**src/rtl/clock_divider_bank.sv**
```systemverilog
// Bank of NUM_CH independent programmable clock dividers running from one master clock.
// Each channel divides by 2*D, stages ratio updates until the end of a full output period,
// emits a one-cycle tick on every rising phase, and restarts in phase with sync_restart.
// Optional feature: define CLKGEN_GATE_EN to add a per-channel run_en freeze input.
module clock_divider_bank #(
  parameter int unsigned NUM_CH      = 4,
  parameter int unsigned DIV_W       = 8,
  parameter int unsigned DEFAULT_DIV = 1
) (
  input  logic                    clock,
  input  logic                    reset,
  input  logic                    sync_restart,
  input  logic                    cfg_valid,
  output logic                    cfg_ready,
  input  logic [$clog2(NUM_CH):0] cfg_ch,
  input  logic [DIV_W-1:0]        cfg_div,
  output logic                    cfg_err,
  output logic [NUM_CH-1:0]       clk_out,
  output logic [NUM_CH-1:0]       tick,
`ifdef CLKGEN_GATE_EN
  input  logic [NUM_CH-1:0]       run_en,
`endif
  output logic [NUM_CH-1:0]       pending
);

  localparam int unsigned CH_W = $clog2(NUM_CH) + 1;

  logic [DIV_W-1:0]  cnt_q   [NUM_CH];
  logic [DIV_W-1:0]  cnt_d   [NUM_CH];
  logic [DIV_W-1:0]  div_q   [NUM_CH];
  logic [DIV_W-1:0]  div_d   [NUM_CH];
  logic [DIV_W-1:0]  stage_q [NUM_CH];
  logic [DIV_W-1:0]  stage_d [NUM_CH];
  logic [NUM_CH-1:0] clk_q, clk_d;
  logic [NUM_CH-1:0] tick_q, tick_d;
  logic [NUM_CH-1:0] pend_q, pend_d;
  logic [NUM_CH-1:0] wr_hit, wrap, hold;
  logic              in_range;
  logic              err_d, err_q;

  // Config decode: ready tracks the addressed channel's staging slot; out-of-range is always ready.
  always_comb begin
    cfg_ready = 1'b1;
    in_range  = 1'b0;
    wr_hit    = '0;
    for (int unsigned i = 0; i < NUM_CH; i++) begin
      if (cfg_ch == CH_W'(i)) begin
        cfg_ready = ~pend_q[i];
        in_range  = 1'b1;
      end
    end
    for (int unsigned i = 0; i < NUM_CH; i++) begin
      wr_hit[i] = cfg_valid & cfg_ready & (cfg_ch == CH_W'(i));
    end
    err_d = cfg_valid & cfg_ready & ~in_range;
  end

  // Per-channel half-period boundary and stopped/frozen detection.
  always_comb begin
    wrap = '0;
    hold = '0;
    for (int unsigned i = 0; i < NUM_CH; i++) begin
      wrap[i] = (div_q[i] != '0) && (cnt_q[i] == div_q[i] - DIV_W'(1));
`ifdef CLKGEN_GATE_EN
      // A disabled channel only freezes once it is in its low phase.
      hold[i] = (div_q[i] == '0) | (~run_en[i] & ~clk_q[i]);
`else
      hold[i] = (div_q[i] == '0);
`endif
    end
  end

  // Next-state for counters, output phase, active and staged ratios.
  always_comb begin
    cnt_d   = cnt_q;
    clk_d   = clk_q;
    div_d   = div_q;
    stage_d = stage_q;
    pend_d  = pend_q;
    for (int unsigned i = 0; i < NUM_CH; i++) begin
      if (sync_restart) begin
        cnt_d[i]  = '0;
        clk_d[i]  = 1'b0;
        pend_d[i] = 1'b0;
        // A write landing with the restart bypasses staging.
        if (wr_hit[i]) begin
          div_d[i] = cfg_div;
        end else if (pend_q[i]) begin
          div_d[i] = stage_q[i];
        end
      end else begin
        if (hold[i]) begin
          cnt_d[i] = '0;
          clk_d[i] = 1'b0;
          if (pend_q[i]) begin
            div_d[i]  = stage_q[i];
            pend_d[i] = 1'b0;
          end
        end else if (wrap[i]) begin
          cnt_d[i] = '0;
          clk_d[i] = ~clk_q[i];
          // Swap ratio only on the falling toggle so no runt pulse is produced.
          if (clk_q[i] && pend_q[i]) begin
            div_d[i]  = stage_q[i];
            pend_d[i] = 1'b0;
          end
        end else begin
          cnt_d[i] = cnt_q[i] + DIV_W'(1);
        end
        if (wr_hit[i]) begin
          stage_d[i] = cfg_div;
          pend_d[i]  = 1'b1;
        end
      end
    end
    tick_d = clk_d & ~clk_q;
  end

  // State registers with asynchronous active-low reset.
  always_ff @(posedge clock or negedge reset) begin
    if (!reset) begin
      for (int unsigned i = 0; i < NUM_CH; i++) begin
        cnt_q[i]   <= '0;
        div_q[i]   <= DIV_W'(DEFAULT_DIV);
        stage_q[i] <= '0;
      end
      clk_q  <= '0;
      tick_q <= '0;
      pend_q <= '0;
      err_q  <= 1'b0;
    end else begin
      cnt_q   <= cnt_d;
      div_q   <= div_d;
      stage_q <= stage_d;
      clk_q   <= clk_d;
      tick_q  <= tick_d;
      pend_q  <= pend_d;
      err_q   <= err_d;
    end
  end

  assign clk_out = clk_q;
  assign tick    = tick_q;
  assign pending = pend_q;
  assign cfg_err = err_q;

endmodule
```
**config.mk**
```make
export PLATFORM = sky130hd
export DESIGN_NAME = clock_divider_bank
export DESIGN_NICKNAME = d
export VERILOG_FILES = /design/src/rtl/clock_divider_bank.sv
export SDC_FILE = /design/constraint.sdc
export NUM_CORES = 1
export LEC_CHECK = 0
export BUFFER_PORTS_ARGS = -buffer_cell sky130_fd_sc_hd__clkbuf_2
export CAP_MARGIN = 20
export CORE_MARGIN = 2
export CORE_UTILIZATION = 30
export CTS_CLUSTER_DIAMETER = 50
export DETAILED_ROUTE_END_ITERATION = 8
export PLACE_DENSITY_LB_ADDON = 0.15
export SYNTH_ARGS = -nofsm -noshare
export SYNTH_HDL_FRONTEND = slang
export SYNTH_SLANG_ARGS = --single-unit
```
**constraint.sdc**
```tcl
create_clock -name clock -period 2.7 [get_ports clock]
set_input_delay 0.135 -clock clock [delete_from_list [all_inputs] [get_ports clock]]
set_output_delay 0.135 -clock clock [all_outputs]
set_load 0.05 [all_outputs]
```
==> run_results.csv, run 1 <==
group,metric,value,unit
cells_and_area,fillers,2160,
status,status,"finished clean",
cells_and_area,drive_gt1_share,20.4,%
critical_path,critical_path_class,"reg -> reg",
place,port_buffers,28,
critical_path,critPathLaunchType,"flip-flop",
power,peakVddDrop,0.283,mV
synth,synth.yosys.seq_area_share,42.3,%
grt,grtUsageTotal,15.3,%
cells_and_area,syn_to_final_growth,15.1,%
synth,yosys.area.top_type,"dfrtp_1",
sta,max_freq,0.379,GHz
clock_network,cts_made_buffers,9,
clock_network,cts_tree,"yes",
grt,grt_pass1_vias,5297,
critical_path,cp_num_buf_inv,0,
clock_network,htree_levels,3,
sta,timing.hold.ws,0.135,ns
cells_and_area,multi_input_area,3540,um^2
synth,synthesis.instances,674,
die,core,21100,um^2
cells_and_area,register_area,2730,um^2
clock_network,clkSlewWorstSetupHoldPaths,0.08,ns
route,drc,0,
synth,syn_avg_cell_area,9.59,um^2
clock_network,cts_max_path_buffers,2,
sta,skew,0.0116,ns
synth,yosysTopAreaCellShare,40.7,%
die,die_x,151,um
cells_and_area,fin_nets,743,
route,post_drt_via_cell_ratio,5.18,
critical_path,critPathRequiredTime,2.94,ns
grt,grt_pass1_wl,27400,um
synth,yosys_warnings,0,
cells_and_area,final_cell_count_no_fill,996,
clock_network,clkSinkCount,109,
sta,worstMarginPinSlew,0.700,ns
synth,synth_enable_flop_cells,0,
route,first_pass_iters,5,
synth,synth-seq-cells,109,
synth,yosysMostFrequentCell,"dfrtp_1",
place,place_inst,979,
critical_path,path_cells,"or3_1 -> or4_1 -> a2111oi_4 -> nand4_2 -> o21ba_2 -> o311a_1",
cells_and_area,antenna_cells,0,
grt,antenna_found_initial,0,
place,dpl_cell_area,7100,um^2
place,dp_hpwl,11700,um
route,drtAntennaViolNets,0,
synth,synth_area,6460,um^2
critical_path,cp.arrival,2.88,ns
sta,slew_headroom,53.3,%
sta,drv_slew,0,
synth,syn_nets,701,
grt,grt_max_degree,50,
critical_path,cpMaxStageDelayCell,"or4_1",
route,drtIter0Drc,276,
sta,hold_viol_final,0,
synth,synth_top_flop_cell,"dfrtp_1",
power,p_leak,3.21,nW
clock_network,root_buffer,"clkbuf_16",
critical_path,critPathMaxStageDelay,0.54,ns
sta,fin_crit_sh,97.7,%
sta,period_needed,2.64,ns
die,num_io_pins,29,
synth,ys_top_cells_by_area,"dfrtp_1 41%, mux2_2 7.5%, mux2i_1 4.6%",
cells_and_area,utilization,35.3,%
clock_network,clk_latency,0.36,ns
die,die_height,151,um
critical_path,crit_fanout,9,
die,fp.dieArea,22700,um^2
synth,synth.top_cells.by_count,"105 x dfrtp_1, 64 x nor2_1, 48 x nand2_1",
critical_path,crit_family,"simple AND/OR/NAND/NOR gates",
critical_path,end_kind,"flip-flop",
sta,finalSetupViolCount,0,
synth,synth-async-reset-ratio,100,%
power,p_per_area,855,nW/um^2
die,rows,53,
run,maxCapViolations,0,
cells_and_area,fin_area,7440,um^2
synth,synthDistinctLibCells,64,
die,start_util,30.7,%
route,num_vias,5157,
sta,fin_setup_tns,0,ns
grt,grt-ovfl-total,0,
place,gp_congestion,0.827,
route,drt-wirelength-per-cell,16.6,um
hold_path,hp-class,"in -> reg",
route,wl,16600,um
==> worst paths after layout <==
kind                                  startpoint                    to  slack (ns)  cells after the start
min                                    cfg_ch[2]     cfg_err$_DFF_PN0_        0.14                      2
max in group asynchronous                  reset  div_q[8]$_DFFE_PN1P_        1.60                      3
max                        div_q[10]$_DFFE_PN0P_  div_q[9]$_DFFE_PN0P_        0.06                      6
max reg2reg                div_q[10]$_DFFE_PN0P_  div_q[9]$_DFFE_PN0P_        0.06                      6
min in group asynchronous                  reset    cnt_q[5]$_DFF_PN0_        0.24                      2
min reg2reg                 clk_out[0]$_DFF_PN0_     tick[0]$_DFF_PN0_        0.50                      1
==> report_power, final <==
part	total [mW]	leakage [nW]	switching [mW]	internal [mW]
logic	2.59	1.67	1.37	1.21
registers	2.46	1.41	0.429	2.03
clock network	1.31	0.131	0.657	0.658
total	6.36	3.21	2.46	3.90
==> sequential cells by signal, indices dropped and copies added (netlist names) <==
| signal | cells |
|---|---|
| cfg_err | 1 |
| clk_out | 4 |
| cnt_q | 32 |
| div_q | 32 |
| pending | 4 |
| stage_q | 32 |
| tick | 4 |
==> per-stage QoR <==
| step | total power, mW | setup WS [ns] |
|---|---|---|
| final | 6.36 | 0.0629 |
| after global routing | 6.83 | -0.0175 |
| after CTS | 6.36 | 0.0539 |
| after detailed placement | 5.00 | -0.0315 |
| after global placement | 4.93 | 0.0221 |
| after floorplan | 4.24 | 0.00718 |
==> per-layer routing <==
layer  global-route usage (%)  up-vias  part of all wire [%]
li1                         -     2477                     -
met1                     20.7     2572                    48
met2                     25.1       91                    47
met3                     2.35       17                   3.3
met4                     5.00        0                   1.6
met5                        0        -                     0
==> layout make-up <==
class | count | area share [%]
Multi-Input combinational cell | 506 | 47.7
Sequential cell | 109 | 36.7
Timing Repair Buffer | 65 | 5.85
Tap cell | 275 | 4.63
Clock buffer | 10 | 3.21
Inverter | 25 | 1.26
Clock inverter | 6 | 0.656
==> logic make-up after synthesis <==
logic type / Yosys count / synth area share [%]
simple gates: 217 / 16.8
compound gates: 139 / 13.9
flops: 109 / 42.3
mux: 74 / 12.5
xor+xnor: 64 / 8.67
buf+inv: 59 / 3.54
fa+ha+maj: 12 / 2.32
==> cell usage in the layout, fill, tap and decap left out, types with 3 or more instances in the layout <==
cell type	synthesis	routed
nand2_1	48	48
o211ai_1	7	7
mux2i_1	30	30
or2_2	8	8
dfrtp_1	105	105
clkbuf_16	0	9
clkbuf_2	0	27
a311oi_1	3	3
nand4_1	5	5
buf_4	0	36
clkinvlp_4	0	3
o2bb2ai_1	4	4
a21o_1	4	4
a22oi_1	14	14
a32o_1	3	3
nor3_1	12	12
o22ai_1	8	8
or4_1	4	4
and3_1	14	14
clkinv_4	0	3
o21ai_0	42	42
nand2b_1	3	3
nor4_1	7	5
dfstp_2	4	4
a21oi_1	28	28
xor2_1	30	30
nor2_1	64	64
and2_1	5	5
nand3_1	21	21
nor2b_1	4	4
or3_1	7	7
inv_1	25	25
a211oi_1	5	5
mux2_2	43	43
xnor2_1	34	34
ha_1	12	12
==> what timing repair did <==
item                                   4_1_cts  5_1_grt
resized for setup                            1        6
endpoints found under the hold margin       24        0
setup endpoints to repair                    1       14
buffers inserted                             0        0
pin swaps                                    0        1
hold buffers                                 1        0
No activity file was read; power rests on OpenSTA's default activity.
==> inputs of run 2 (changes only) <==
--- a/config.mk
+++ b/config.mk
@@ -5,7 +5,7 @@
 export SDC_FILE = /design/constraint.sdc
 export NUM_CORES = 1
 export LEC_CHECK = 0
-export BUFFER_PORTS_ARGS = -buffer_cell sky130_fd_sc_hd__clkbuf_2
+export BUFFER_PORTS_ARGS = -buffer_cell sky130_fd_sc_hd__buf_2
 export CAP_MARGIN = 20
 export CORE_MARGIN = 2
 export CORE_UTILIZATION = 30
==> constraint.sdc (replaced) <==
create_clock -name clock -period 3.2 [get_ports clock]
set_input_delay 0 -clock clock [delete_from_list [all_inputs] [get_ports clock]]
set_output_delay 0 -clock clock [all_outputs]
set_load 0.05 [all_outputs]
==> run 2 against run 1 <==
Net effect:
- via count fell by 1.6%
- utilization is 0.98 points lower
- non-clock buffer count decreased by 21
- hold slack worse by 0.11 ns
- sequential cell count did not move
==> run_results.csv, run 2 (synthesis results as in run 1) <==
group,metric,value,unit
grt,grt-ovfl-total,0,
critical_path,setup.worst_path.start,"div_q[10]$_DFFE_PN0P_",
sta,drv_slew,0,
die,core,21100,um^2
die,rows,53,
power,p_per_area,710,nW/um^2
cells_and_area,fin_nets,722,
cells_and_area,final_cell_mix,"105 x dfrtp_1, 64 x nor2_1, 48 x nand2_1",
sta,fin_ws,0.266,ns
cells_and_area,drive_gt1_share,16.9,%
cells_and_area,largestRegisters,"cnt_q (32), div_q (32), stage_q (32)",
cells_and_area,syn_to_final_growth,11.9,%
route,drc,0,
sta,fin_crit_sh,91.7,%
die,start_util,30.7,%
grt,antenna_found_initial,0,
place,dpl_cell_area,6930,um^2
place,dp_hpwl,11100,um
clock_network,cts_max_path_buffers,2,
grt,grt_max_degree,57,
critical_path,critPathRequiredTime,3.44,ns
critical_path,critPathLaunchType,"flip-flop",
run,maxCapViolations,0,
clock_network,holdBufCountCts,3,
clock_network,cts_made_buffers,9,
status,status,"finished clean",
clock_network,clkSlewWorstSetupHoldPaths,0.08,ns
clock_network,post_cts_buffers,0,
place,gp_congestion,0.802,
sta,finalSetupViolCount,0,
critical_path,ff2ff_path_depth,6,
die,die_height,151,um
sta,worstMarginPinSlew,0.824,ns
sta,timing.hold.ws,0.0289,ns
cells_and_area,register_area,2730,um^2
cells_and_area,layout_commonest_cell,"dfrtp_1",
sta,skew,0.00804,ns
sta,fin_setup_tns,0,ns
grt,grt_pass1_wl,26900,um
die,die_x,151,um
critical_path,r2r-end,"div_q[9]$_DFFE_PN0P_",
clock_network,post_cts_resized,0,
critical_path,r2r_start,"div_q[10]$_DFFE_PN0P_",
cells_and_area,antenna_cells,0,
hold_path,hp-class,"in -> reg",
route,drtIter0Drc,281,
critical_path,regToRegSetupSlack,0.27,ns
cells_and_area,multi_input_area,3500,um^2
clock_network,htree_levels,3,
cells_and_area,utilization,34.3,%
cells_and_area,fin_area,7230,um^2
critical_path,path_cells,"or3_1 -> or4_1 -> a2111oi_1 -> nand4_2 -> o21ba_1 -> o311a_1",
critical_path,worst-path-stages,6,
route,first_pass_iters,4,
critical_path,crit_fanout,9,
power,peakVddDrop,0.258,mV
critical_path,cpMaxStageDelayCell,"a2111oi_1",
grt,grtUsageTotal,15.0,%
critical_path,cp-endpoint,"div_q[9]$_DFFE_PN0P_",
die,num_io_pins,29,
clock_network,root_buffer,"clkbuf_16",
place,port_buffers,28,
critical_path,end_kind,"flip-flop",
grt,grt_pass1_vias,5089,
power,power.total,5.13,mW
cells_and_area,fillers,2178,
critical_path,crit_family,"compound AO/OA/AOI/OAI gates",
clock_network,clkSinkCount,109,
clock_network,cts_tree,"yes",
route,num_vias,5074,
sta,hold_viol_final,0,
critical_path,cp_num_buf_inv,0,
sta,rsz0062_at_grt,"false",
critical_path,cp.arrival,3.18,ns
sta,slew_headroom,44.9,%
sta,period_needed,2.93,ns
route,wl,16100,um
place,place_inst,956,
route,drtAntennaViolNets,0,
power,p_leak,3.11,nW
sta,max_freq,0.341,GHz
route,drt-wirelength-per-cell,16.5,um
cells_and_area,final_cell_count_no_fill,975,
place,pre_cts_ws,0.293,ns
critical_path,critPathMaxStageDelay,0.50,ns
clock_network,clk_latency,0.36,ns
die,fp.dieArea,22700,um^2
route,post_drt_via_cell_ratio,5.20,
critical_path,critical_path_class,"reg -> reg",
==> run 2: worst min-delay path by stage <==
stage	from	end	slack, ns	cells after the start
final	cfg_div[0]	stage_q[16]$_DFFE_PN0P_	0.03	3
after global routing	cfg_valid	cfg_err$_DFF_PN0_	0.02	2
after CTS	cfg_valid	cfg_err$_DFF_PN0_	0.006	2
after detailed placement	reset	cnt_q[0]$_DFF_PN0_	0.14	1
after global placement	reset	cnt_q[0]$_DFF_PN0_	0.12	1
after floorplan	reset	cfg_err$_DFF_PN0_	-0.30	0
==> run 2: where the power goes <==
part | total [mW] | switching [mW] | leakage [nW] | internal (mW)
registers | 2.15 | 0.439 | 1.41 | 1.71
clock network | 1.09 | 0.550 | 0.133 | 0.536
logic | 1.90 | 0.993 | 1.57 | 0.905
==> run 2: final cells by class <==
cell class	count	area share (%)
inverter	25	1.30
tap	275	4.76
multi-input combinational	506	48.4
sequential	109	37.8
clock buffer	10	3.17
clock inverter	6	0.657
timing repair buffer	44	3.91
==> run 2: layer usage <==
metal / track usage (%) / share of wire, % / up-vias
li1: - / - / 2443
met2: 24.5 / 47 / 64
met3: 1.69 / 2.4 / 14
met4: 5.28 / 1.7 / 0
met1: 20.8 / 49 / 2553
met5: 0 / 0 / -
==> run 2: tightest hold or removal path: stages <==
cell and delay (ns):
buf_2 0.18, nand2_1 0.08, o21ai_0 0.08
==> inputs of run 3 (changes only) <==
--- a/config.mk
+++ b/config.mk
@@ -9,6 +9,7 @@
 export CAP_MARGIN = 20
 export CORE_MARGIN = 2
 export CORE_UTILIZATION = 30
+export CTS_BUF_LIST = sky130_fd_sc_hd__clkbuf_4 sky130_fd_sc_hd__clkbuf_8
 export CTS_CLUSTER_DIAMETER = 50
 export DETAILED_ROUTE_END_ITERATION = 8
 export PLACE_DENSITY_LB_ADDON = 0.15
==> run 3 against run 2 <==
Net effect:
- register-to-register slack barely moved
- critical path type unchanged
- utilization down 0.37 points
- fmax is 0.28% higher
- global-route usage hardly changed
- setup slack improved by 0.0081 ns
- clock power fell by 25%
- first-iteration DRC count increased by 17%
- hold slack worse by 0.0083 ns
- count of clock-buffer cells in the layout unchanged
- die area unchanged
- largest power group unchanged
- final cell count rose by 0.21%
- power is 5.1% lower
==> run_results.csv, run 3 (synthesis results as in run 1) <==
group,metric,value,unit
place,dp_hpwl,11100,um
run,maxCapViolations,0,
hold_path,hp-class,"in -> reg",
sta,max_freq,0.342,GHz
cells_and_area,final_cell_count_no_fill,977,
sta,slew_headroom,44.9,%
sta,finalSetupViolCount,0,
route,route.top_layer_used,"met4",
place,gp_congestion,0.802,
sta,fin_crit_sh,91.4,%
power,p_switching,1.96,mW
critical_path,critPathRequiredTime,3.45,ns
grt,grt_pass1_vias,5088,
power,peakVddDrop,0.227,mV
critical_path,ff2ff_path_depth,6,
route,num_vias,5071,
power,p_leak,3.07,nW
cells_and_area,syn_to_final_growth,10.7,%
route,first_pass_iters,4,
critical_path,cp.arrival,3.18,ns
grt,grtUsageTotal,15.0,%
route,wl_met2,7570,um
route,drtAntennaViolNets,0,
sta,rsz0062_at_grt,"false",
clock_network,clkSlewWorstSetupHoldPaths,0.11,ns
grt,grt_max_degree,57,
sta,timing.hold.ws,0.0207,ns
sta,worstMarginPinSlew,0.823,ns
critical_path,crit_fanout,7,
clock_network,cts_max_path_buffers,2,
die,start_util,30.7,%
grt,antenna_found_initial,0,
cells_and_area,fin_nets,724,
cells_and_area,antenna_cells,0,
place,port_buffers,28,
hold_path,hold_depth,2,
sta,drv_slew,0,
cells_and_area,fin_area,7150,um^2
cells_and_area,largestRegisters,"cnt_q (32), div_q (32), stage_q (32)",
cells_and_area,final_cell_mix,"105 x dfrtp_1, 64 x nor2_1, 48 x nand2_1",
sta,skew,0.0124,ns
hold_path,hold_end,"stage_q[13]$_DFFE_PN0P_",
route,wl_met3,420,um
route,drtIter0Drc,328,
grt,grt_pass1_wl,26800,um
die,rows,53,
critical_path,r2r-end,"div_q[10]$_DFFE_PN0P_",
sta,hold_viol_final,0,
place,place_inst,956,
critical_path,r2r_start,"div_q[10]$_DFFE_PN0P_",
route,met1_length,7890,um
critical_path,end_kind,"flip-flop",
die,fp.dieArea,22700,um^2
route,post_drt_via_cell_ratio,5.19,
route,wl,16100,um
sta,fin_setup_tns,0,ns
clock_network,cts_tree,"yes",
sta,period_needed,2.93,ns
power,p_per_area,681,nW/um^2
clock_network,clk_latency,0.40,ns
clock_network,root_buffer,"clkbuf_8",
grt,grt-ovfl-total,0,
clock_network,clkSinkCount,109,
cells_and_area,drive_gt1_share,17.0,%
route,drc,0,
die,die_height,151,um
route,drt-wirelength-per-cell,16.5,um
status,status,"finished clean",
power,p_clk_share,16.8,%
place,dpl_cell_area,6930,um^2
power,power.internal,2.91,mW
critical_path,critPathLaunchType,"flip-flop",
critical_path,critical_path_class,"reg -> reg",
hold_path,hold_start,"cfg_div[5]",
cells_and_area,layout_commonest_cell,"dfrtp_1",
power,switching_share,40.2,%
clock_network,htree_levels,3,
critical_path,regToRegSetupSlack,0.27,ns
die,core,21100,um^2
clock_network,cts_made_buffers,9,
die,num_io_pins,29,
power,seq_power_share,44.2,%
power,comb_power_share,39.0,%
die,die_x,151,um
[run 3: cell count changes in the layout (fill, tap and decap cells not counted), sizes merged]
| cell | delta |
|---|---|
| dlygate4sd3 | +2 |
[run 3: per-stage QoR]
stage	power [mW]	setup WS (ns)	util (%)
after floorplan	3.58	0.507	-
after global placement	4.03	0.305	32.8
after detailed placement	4.08	0.293	32.8
after CTS	4.93	0.281	33.9
after global routing	5.29	0.0738	33.9
final	4.87	0.274	33.9
[run 3: worst max path at each step]
stage | start | slack [ns] | endpoint
3_3_place_gp | div_q[10]$_DFFE_PN0P_ | 0.30 | div_q[9]$_DFFE_PN0P_
4_1_cts | div_q[11]$_DFFE_PN0P_ | 0.28 | div_q[9]$_DFFE_PN0P_
6_report | div_q[10]$_DFFE_PN0P_ | 0.27 | div_q[10]$_DFFE_PN0P_
2_1_floorplan | div_q[10]$_DFFE_PN0P_ | 0.51 | div_q[9]$_DFFE_PN0P_
3_5_place_dp | div_q[10]$_DFFE_PN0P_ | 0.29 | div_q[9]$_DFFE_PN0P_
5_1_grt | div_q[10]$_DFFE_PN0P_ | 0.07 | div_q[14]$_DFFE_PN0P_
[run 3: routing by layer]
metal | track usage (%) | up-vias
met4 | 5.14 | 0
met3 | 1.69 | 14
li1 | - | 2441
met2 | 24.4 | 58
met5 | 0 | -
met1 | 20.8 | 2558
[run 3: worst max-delay path, stage by stage, from the launching register on]
cell	delay [ns]
dfrtp_1	0.45
or3_1	0.41
or4_1	0.47
a2111oi_1	0.48
nand4_2	0.26
o21ai_0	0.58
o22ai_1	0.15
[run 3: cell type report]
type	count	area, um^2
clock buffers	10	131
clock inverters	6	47.5
fillers	2181	13900
inverters	25	93.8
multi-input cells	506	3500
flip-flops and latches	109	2730
well taps	275	344
repair buffers	46	303
[run 3: power by group through the flow]
stage	Combinational (mW)	Sequential [mW]	Clock (mW)
3_5_place_dp	1.90	2.18	0
3_3_place_gp	1.86	2.17	0
6_report	1.90	2.15	0.820
5_1_grt	2.15	2.21	0.925
4_1_cts	1.91	2.15	0.865
2_1_floorplan	1.53	2.05	0
[run 3: what timing repair did]
item                                   in CTS  in global routing
setup endpoints to repair                   0                  0
endpoints found under the hold margin      55                  0
setup buffers                               0                  0
gates resized for setup                     0                  0
hold buffers                                5                  0
